===== src/rtl/traffic_pkg.sv =====
// traffic_pkg: light state encodings and default interval-timer constants shared by the traffic controller and timer
package traffic_pkg;
  localparam logic [1:0] s0 = 2'b00;
  localparam logic [1:0] s1 = 2'b01;
  localparam logic [1:0] s2 = 2'b10;
  localparam logic [1:0] s3 = 2'b11;
  localparam int DEF_PRESCALE = 4;
  localparam int DEF_SHORT_TICKS = 3;
  localparam int DEF_LONG_TICKS = 8;
  function automatic int cnt_width(input int n);
    return (n <= 2) ? 1 : $clog2(n);
  endfunction
endpackage


===== src/rtl/traffic_interval_timer_tick_prescaler.sv =====
// tick_prescaler: one-cycle tick every PRESCALE enabled cycles; ports clk, rst, clr (restart), en (count enable), tick
module tick_prescaler
  import traffic_pkg::*;
#(
  parameter int PRESCALE = DEF_PRESCALE
) (
  input  logic clk,
  input  logic rst,
  input  logic clr,
  input  logic en,
  output logic tick
);
  if (PRESCALE < 1) begin : g_bad
    $error("tick_prescaler: PRESCALE must be >= 1");
  end
  if (PRESCALE == 1) begin : g_unit
    assign tick = en & ~clr & ~rst;
  end else begin : g_cnt
    localparam int PW = cnt_width(PRESCALE);
    logic [PW-1:0] pre_cnt;
    assign tick = en & ~clr & ~rst & (pre_cnt == PW'(PRESCALE - 1));
    always_ff @(posedge clk)
      if (rst || clr) pre_cnt <= '0;
      else if (tick) pre_cnt <= '0;
      else if (en) pre_cnt <= pre_cnt + 1'b1;
  end
endmodule


===== src/rtl/traffic_interval_timer.sv =====
// traffic_interval_timer: shared-counter interval timer; in clk, rst, st (restart), hold (freeze); out ts, tl (expiry levels), tick, elapsed
module traffic_interval_timer
  import traffic_pkg::*;
#(
  parameter int PRESCALE = DEF_PRESCALE,
  parameter int SHORT_TICKS = DEF_SHORT_TICKS,
  parameter int LONG_TICKS = DEF_LONG_TICKS,
  parameter int CW = $clog2(LONG_TICKS + 1)
) (
  input  logic          clk,
  input  logic          rst,
  input  logic          st,
  input  logic          hold,
  output logic          ts,
  output logic          tl,
  output logic          tick,
  output logic [CW-1:0] elapsed
);
  if (PRESCALE < 1 || SHORT_TICKS < 1 || LONG_TICKS <= SHORT_TICKS) begin : g_bad
    $error("traffic_interval_timer: illegal PRESCALE/SHORT_TICKS/LONG_TICKS");
  end
  tick_prescaler #(.PRESCALE(PRESCALE)) u_pre (
    .clk (clk),
    .rst (rst),
    .clr (st),
    .en  (~hold),
    .tick(tick)
  );
  always_ff @(posedge clk)
    if (rst || st) elapsed <= '0;
    else if (tick && elapsed != CW'(LONG_TICKS)) elapsed <= elapsed + 1'b1;
  // decoded from the flops alone: the controller closes a combinational loop st <- ts/tl
  assign ts = elapsed >= CW'(SHORT_TICKS);
  assign tl = elapsed >= CW'(LONG_TICKS);
endmodule


===== config.mk =====
export PLATFORM = sky130hd
export DESIGN_NAME = traffic_interval_timer
export DESIGN_NICKNAME = d
export VERILOG_FILES = /design/src/rtl/traffic_pkg.sv /design/src/rtl/traffic_interval_timer_tick_prescaler.sv /design/src/rtl/traffic_interval_timer.sv
export SDC_FILE = /design/constraint.sdc
export NUM_CORES = 1
export LEC_CHECK = 0
export ABC_AREA = 0
export ABC_CLOCK_PERIOD_IN_PS = 2100
export CAP_MARGIN = 10
export CORE_AREA = 3 3 40 42
export CTS_BUF_LIST = sky130_fd_sc_hd__clkbuf_4 sky130_fd_sc_hd__clkbuf_8
export CTS_CLUSTER_SIZE = 28
export DETAILED_ROUTE_END_ITERATION = 6
export DIE_AREA = 0 0 43 45
export PLACE_DENSITY = 0.54
export SLEW_MARGIN = 10
export SYNTH_ARGS = -nofsm -noshare
export SYNTH_HDL_FRONTEND = slang
export SYNTH_HIERARCHICAL = 1
export SYNTH_SLANG_ARGS = --single-unit

===== constraint.sdc =====
create_clock -name clk -period 2.1 [get_ports clk]
set_clock_uncertainty 0.2 [all_clocks]
set_input_delay 0.21 -clock clk [delete_from_list [all_inputs] [get_ports clk]]
set_output_delay 0.21 -clock clk [all_outputs]
set_load 0.03 [all_outputs]

Word-level counts from Yosys, hierarchy flattened
Cells that the tools add are included.
{ "word_totals": {"inputBits": 4, "register_bits": 6} }
{ "classes": {"eq_ne": 2, "n_bitwise": 6, "magnitude_cmp": 2, "reduce_logical": 3, "n_addsub": 2} }
{ "op_table": {"columns": ["operator", "count"], "rows": [
  ["$add A4 B1 Y4 const B", 1],
  ["$ge A4 B2 Y1 const B", 1],
  ["$ge A4 B4 Y1 const B", 1],
  ["$ne A4 B4 Y1 const B", 1],
  ["$and A1 B1 Y1", 3],
  ["$not A1 Y1", 3],
  ["$add A2 B1 Y2 const B", 1],
  ["$eq A2 B2 Y1 const B", 1],
  ["$reduce_or A2 Y1", 1],
  ["$logic_and A1 B1 Y1", 1],
  ["$logic_or A1 B1 Y1", 1]
]} }

Logic depth before layout (Yosys ltp)
Gate-level depths: netlist of run 1.
{ "logic_depth": {"depth_word": 5, "depth_mapped": 6, "depth_no_buf": 6} }

By module
The synthesis of run 1 kept the hierarchy.
{ "by_module_without_submodules": {"columns": ["mod", "seq_area_each_um2", "cells_each", "area_each_um2", "n_inst"], "rows": [
  ["traffic_interval_timer", 80.1, 28, 239.0, 1],
  ["tick_prescaler", 40.0, 11, 110.1, 1]
]} }

Least setup slack after synthesis of run 1
No wires, ideal clock.
{ "synth_timing": {"kind": "register to register", "start": "register u_pre.g_cnt.pre_cnt[0]", "end": "register elapsed[3]", "period_less_slack_ns": 2.250, "n_path_buf": 0, "setup_ns": 0.073, "stages_incl_launch_ff": 7, "slack_ns": -0.150, "arrival_time_ns": 1.977, "t_required_ns": 1.827, "path_cell_list": "dfxtp_1 > ha_1 > nand2_1 > nor3_1 > nand4_1 > xor2_1 > nor3_2"} }
{ "synth_between": {"elab_chain_cells": 3} }
{ "synth_rtl": {"columns": ["item", "line", "rtl"], "rows": [
  ["start, declared", "traffic_interval_timer_tick_prescaler.sv:20", "logic [PW-1:0] pre_cnt;"],
  ["start signal, assigned", "traffic_interval_timer_tick_prescaler.sv:25", "else if (en) pre_cnt <= pre_cnt + 1'b1;"],
  ["$eq A2 B2 Y1", "traffic_interval_timer_tick_prescaler.sv:21", "assign tick = en & ~clr & ~rst & (pre_cnt == PW'(PRESCALE - 1));"],
  ["$and A1 B1 Y1", "traffic_interval_timer_tick_prescaler.sv:21", null],
  ["net tick", "traffic_interval_timer.sv:16", "output logic tick,"],
  ["$logic_and A1 B1 Y1", "traffic_interval_timer.sv:31", "else if (tick && elapsed != CW'(LONG_TICKS)) elapsed <= elapsed + 1'b1;"],
  ["end signal, assigned", "traffic_interval_timer.sv:31", null],
  ["end, declared", "traffic_interval_timer.sv:17", "output logic [CW-1:0] elapsed"]
]} }
The timed path passes the listed nets, and every way through them passes these cells.
A chain may end at the register's enable or synchronous reset.

Final worst setup path of run 1
{ "layout_timing": {"start": "register elapsed[0]", "end": "output port ts"} }
{ "layout_between": {"elab_chain_cells": 1} }
{ "layout_rtl": {"columns": ["item", "line", "rtl"], "rows": [
  ["$ge A4 B2 Y1", "traffic_interval_timer.sv:33", "assign ts = elapsed >= CW'(SHORT_TICKS);"],
  ["end, declared", "traffic_interval_timer.sv:14", "output logic ts,"]
]} }
No other way between the ends.

==> results.cfg, run 1 <==
[placement]
numPortBuffers = 10
dp.cells = 66
hpwl_um = 577
place_area_um2 = 489
place.gp.congestion = 0.664

[timing]
tightest_slew_ns = 0.311
finalSetupViolations = 0
hold_slack_ns = 0.280
report.final.slew_viol_count = 0
finalCritPeriodShare_pct = 93.6
rsz0062_at_grt = no
setup_tns_ns = 0
final_period_minus_worst_setup_slack_ns = 1.97
slew_headroom_pct = 79.2
max_freq_ghz = 0.509
hold_violations = 0

[detailed_routing]
ant_nets = 0
vias = 306
vias_per_cell = 4.43
wl_per_cell_um = 10.4
drt_first_pass_iters = 1
wirelength_um = 721
drt_iter0_drc = 0
drc_errors = 0

[synth]
syn-num-nets = 46
ys_seq_area_share_pct = 34.4
yosysUniqueCellTypes = 23
syn_inst = 39
avgSynthCellArea_um2 = 8.95
syn_area_um2 = 349
ys_ff_latch = 6
yosysWarnings = 6

[cells_and_area]
final_cell_mix = 8 x clkdlybuf4s50_1, 6 x dfxtp_1, 4 x inv_1, 4 x buf_4
drive_gt1_share_pct = 24.1
antenna_cells = 0
multiInputGateArea_um2 = 215
fill_cells = 144
final_common_cell = clkdlybuf4s50_1
nets = 63
fin_util_pct = 39.7
stdcell_count = 69
syn_to_final_growth_pct = 46.2
register_area_um2 = 120
stdcell_area_um2 = 510

[clock_tree]
hold_buffers = 0
cts_tree = built
clk_pin_slew_worst_paths_ns = 0.05
clk_latency_ns = 0.24
cts_buffers = 3
h-tree-depth = 1
max-clock-path-buffers = 2
cts.sinks = 6
clock-root-buffer = clkbuf_4

[die]
fp.dieW_um = 43
ios = 11
die_y_um = 45
die_area_um2 = 1940
start_util_pct = 27.2
core_area_um2 = 1280
rows = 13

[critical_path]
worst_ep_required_time_ns = 1.69
cp_max_fo = 5
worst_setup_path_start_kind = flip-flop
cp-end-kind = output port
worst-setup-path-type = reg -> out
arrival_ns = 1.56

[global_routing]
grt_pass1_vias = 304
grt_max_degree = 8
overflow = 0
grt_use_total_pct = 8.15
antenna_found_initial = 0
grt_pass1_wl_um = 1170

[power_and_ir_drop]
vdd_drop_max_uv = 159
power.leakage_nw = 0.199
power_density_nw_per_um2 = 470

[flow_run]
cap_violations = 0

[min_path]
hold_class = reg -> reg

[status]
status = finished clean
==> worst max-delay path, cell delays in order (launching register included) <==
cell           delay [ns]
dfxtp_1              0.33
ha_1                 0.22
or3_2                0.40
dlygate4sd2_1        0.36
==> final cells by class <==
cell class	instances	area share, %
sequential	6	23.5
tap	15	3.68
multi-input combinational	28	42.2
clock buffer	3	4.41
inverter	4	2.94
timing repair buffer	13	23.3
==> cells in the mapped netlist <==
master    instances  share of area, %
nand2b_1          2               3.6
clkbuf_1          1               1.1
xor2_1            1               2.5
nor3_2            1               2.9
or3b_1            1               2.5
a21boi_0          1               2.2
nand2_1           2               2.2
o21ai_0           2               2.9
a21boi_1          1               2.2
a32oi_1           1               2.5
and2b_2           1               2.5
nand3_1           2               2.9
inv_1             4               4.3
a211oi_2          1               3.6
a211oi_1          1               2.2
nor3_1            2               2.9
nand4_1           1               1.8
dfxtp_1           6                34
nand3b_1          2               4.3
or3_2             1               2.2
nor2_1            1               1.1
and3b_2           1               2.9
ha_1              3                11
==> worst paths after layout <==
kind | start | end | slack, ns | depth (start not counted)
setup / recovery | elapsed[0] | ts | 0.13 | 3
hold / removal | u_pre/g_cnt.pre_cnt[1] | u_pre/g_cnt.pre_cnt[1] | 0.28 | 2
setup reg to reg | u_pre/g_cnt.pre_cnt[0] | elapsed[3] | 0.56 | 7
hold reg to reg | u_pre/g_cnt.pre_cnt[1] | u_pre/g_cnt.pre_cnt[1] | 0.28 | 2
==> per-layer routing <==
metal	vias to the layer above	GRT usage [%]	routed length, µm
met5	-	0	0
met4	0	7.23	0
met3	0	1.59	45
met2	10	13.2	328
met1	126	9.13	348
li1	170	-	-
==> metrics by stage <==
stage / setup WS (ns) / power [mW]
2_1_floorplan: 0.265 / 0.124
6_report: 0.134 / 0.240
3_3_place_gp: 0.165 / 0.138
5_1_grt: 0.0671 / 0.252
3_5_place_dp: 0.147 / 0.138
4_1_cts: 0.122 / 0.246
==> power by group <==
| part | internal [mW] | leakage [nW] | total [mW] | switching (mW) |
|---|---|---|---|---|
| clock network | 0.0645 | 0.0138 | 0.105 | 0.0400 |
| logic | 0.0111 | 0.136 | 0.0191 | 0.00805 |
| registers | 0.115 | 0.0485 | 0.116 | 0.000812 |
| total | 0.191 | 0.199 | 0.240 | 0.0489 |
==> registers in the layout, indices dropped and copies added (netlist names) <==
| register | cells |
|---|---|
| u_pre/g_cnt.pre_cnt | 2 |
| elapsed | 4 |
==> cell families (layout without fill, tap and decap cells) <==
family / after synthesis / after routing / share of synthesized area (%)
simple gates: 17 / 17 / 31.5
xor+xnor: 1 / 1 / 2.51
flops: 6 / 6 / 34.4
fa+ha+maj: 3 / 3 / 10.8
buf+inv: 5 / 20 / 5.37
compound gates: 7 / 7 / 15.4
==> what timing repair did <==
action | 4_1_cts | 5_1_grt
endpoints found under the setup margin | 1 | 0
gates resized for setup | 1 | 0
setup buffers | 0 | 0
(Power assumes the default switching activity.)
==> inputs of run 2 (changes only) <==
Settings changed: PLACE_DENSITY 0.54 to not set, PLACE_DENSITY_LB_ADDON set to 0.05.
==> results.cfg, run 2 (synthesis results as in run 1) <==
[clock_tree]
clock-root-buffer = clkbuf_4
cts_buffers = 3
hold_buffers = 0
clk_latency_ns = 0.24
max-clock-path-buffers = 2
cts_tree = built
h-tree-depth = 1
clk_pin_slew_worst_paths_ns = 0.04
cts.sinks = 6

[global_routing]
grt_max_degree = 8
overflow = 0
antenna_found_initial = 0
grt_use_total_pct = 9.09
grt_pass1_vias = 337
grt_pass1_wl_um = 1280

[timing]
slew_headroom_pct = 71.5
rsz0062_at_grt = no
setup_tns_ns = 0
report.final.slew_viol_count = 0
finalSetupViolations = 0
finalCritPeriodShare_pct = 94.0
final_period_minus_worst_setup_slack_ns = 1.97
hold_slack_ns = 0.283
hold_violations = 0
max_freq_ghz = 0.507
tightest_slew_ns = 0.425

[cells_and_area]
top_regs = elapsed (4), u_pre/g_cnt.pre_cnt (2)
final_common_cell = clkdlybuf4s50_1
final_cell_mix = 8 x clkdlybuf4s50_1, 6 x dfxtp_1, 4 x inv_1
largest_register_ffs = 4
regMostFlops = elapsed
syn_to_final_growth_pct = 44.1
drive_gt1_share_pct = 22.6
fin_util_pct = 39.1
antenna_cells = 0
stdcell_area_um2 = 503
nets = 62

[status]
status = finished clean

[die]
start_util_pct = 27.2
fp.dieW_um = 43
rows = 13
ios = 11
die_area_um2 = 1940
die_y_um = 45
core_area_um2 = 1280

[detailed_routing]
vias = 324
drt_first_pass_iters = 4
vias_per_cell = 4.76
wl_per_cell_um = 11.0
drt_iter0_drc = 6
ant_nets = 0
wirelength_um = 748
drc_errors = 0

[flow_run]
cap_violations = 0

[critical_path]
arrival_ns = 1.56
worst_ep_required_time_ns = 1.69
worst-setup-path-type = reg -> out
cp-end-kind = output port
worst_setup_path_start_kind = flip-flop
slowest_stage = or3_2
cp_max_fo = 5
critical-path-max-stage-delay_ns = 0.41
reg2regPathDepth = 6
cp_cell_sequence = ha_1, or3_2, dlygate4sd2_1

[power_and_ir_drop]
vdd_drop_max_uv = 258
power_density_nw_per_um2 = 473
power.leakage_nw = 0.193

[placement]
hpwl_um = 626
place_area_um2 = 482
numPortBuffers = 10
place.gp.congestion = 0.627

[min_path]
hold_class = reg -> reg
min_path_cells = 2
-- run 2: timing repair --
action,CTS,global route
setup endpoints to repair,1,0
resized for setup,1,0
endpoints found under the hold margin,0,0
setup buffers,0,0
-- run 2: report_power, final --
| part | switching (mW) | internal [mW] | total (mW) | leakage [nW] |
|---|---|---|---|---|
| clock network | 0.0380 | 0.0644 | 0.102 | 0.0138 |
| registers | 0.000783 | 0.116 | 0.116 | 0.0485 |
| logic | 0.00786 | 0.0111 | 0.0190 | 0.131 |
-- run 2: path summary, 6_finish.rpt --
kind,startpoint,endpoint,slack [ns]
worst max-delay path,elapsed[0],ts,0.13
worst min-delay path,u_pre/g_cnt.pre_cnt[1],u_pre/g_cnt.pre_cnt[1],0.28
worst max register to register,u_pre/g_cnt.pre_cnt[0],elapsed[0],0.41
worst min register to register,u_pre/g_cnt.pre_cnt[1],u_pre/g_cnt.pre_cnt[1],0.28
-- run 2: layout make-up --
type                       count  area [µm²]
fill                         133         782
multi-input combinational     28         215
sequential                     6         120
timing repair buffer          12         111
clock buffer                   3        22.5
tap                           15        18.8
inverter                       4        15.0
-- run 2: through the flow --
stage / setup WS, ns / total power [mW] / instances
6_report: 0.127 / 0.238 / 68
5_1_grt: 0.0468 / 0.253 / 68
4_1_cts: 0.111 / 0.244 / 68
3_5_place_dp: 0.126 / 0.138 / 65
3_3_place_gp: 0.156 / 0.137 / 65
2_1_floorplan: 0.265 / 0.124 / 39
-- run 2: per-layer routing --
| layer | part of all wire [%] | vias up | GRT usage (%) |
|---|---|---|---|
| li1 | - | 167 | - |
| met1 | 40 | 148 | 8.72 |
| met2 | 54 | 7 | 16.5 |
| met3 | 5.5 | 2 | 2.39 |
| met4 | 0.53 | 0 | 7.23 |
| met5 | 0 | - | 0 |
-- run 2: critical path: cells and delay by family, from the launching register on --
| kind | cells | cell delay [ns] |
|---|---|---|
| AND/OR/NAND/NOR | 1 | 0.41 |
| buffers and inverters | 1 | 0.36 |
| flip-flops | 1 | 0.33 |
| adder cells (fa/ha/maj) | 1 | 0.23 |
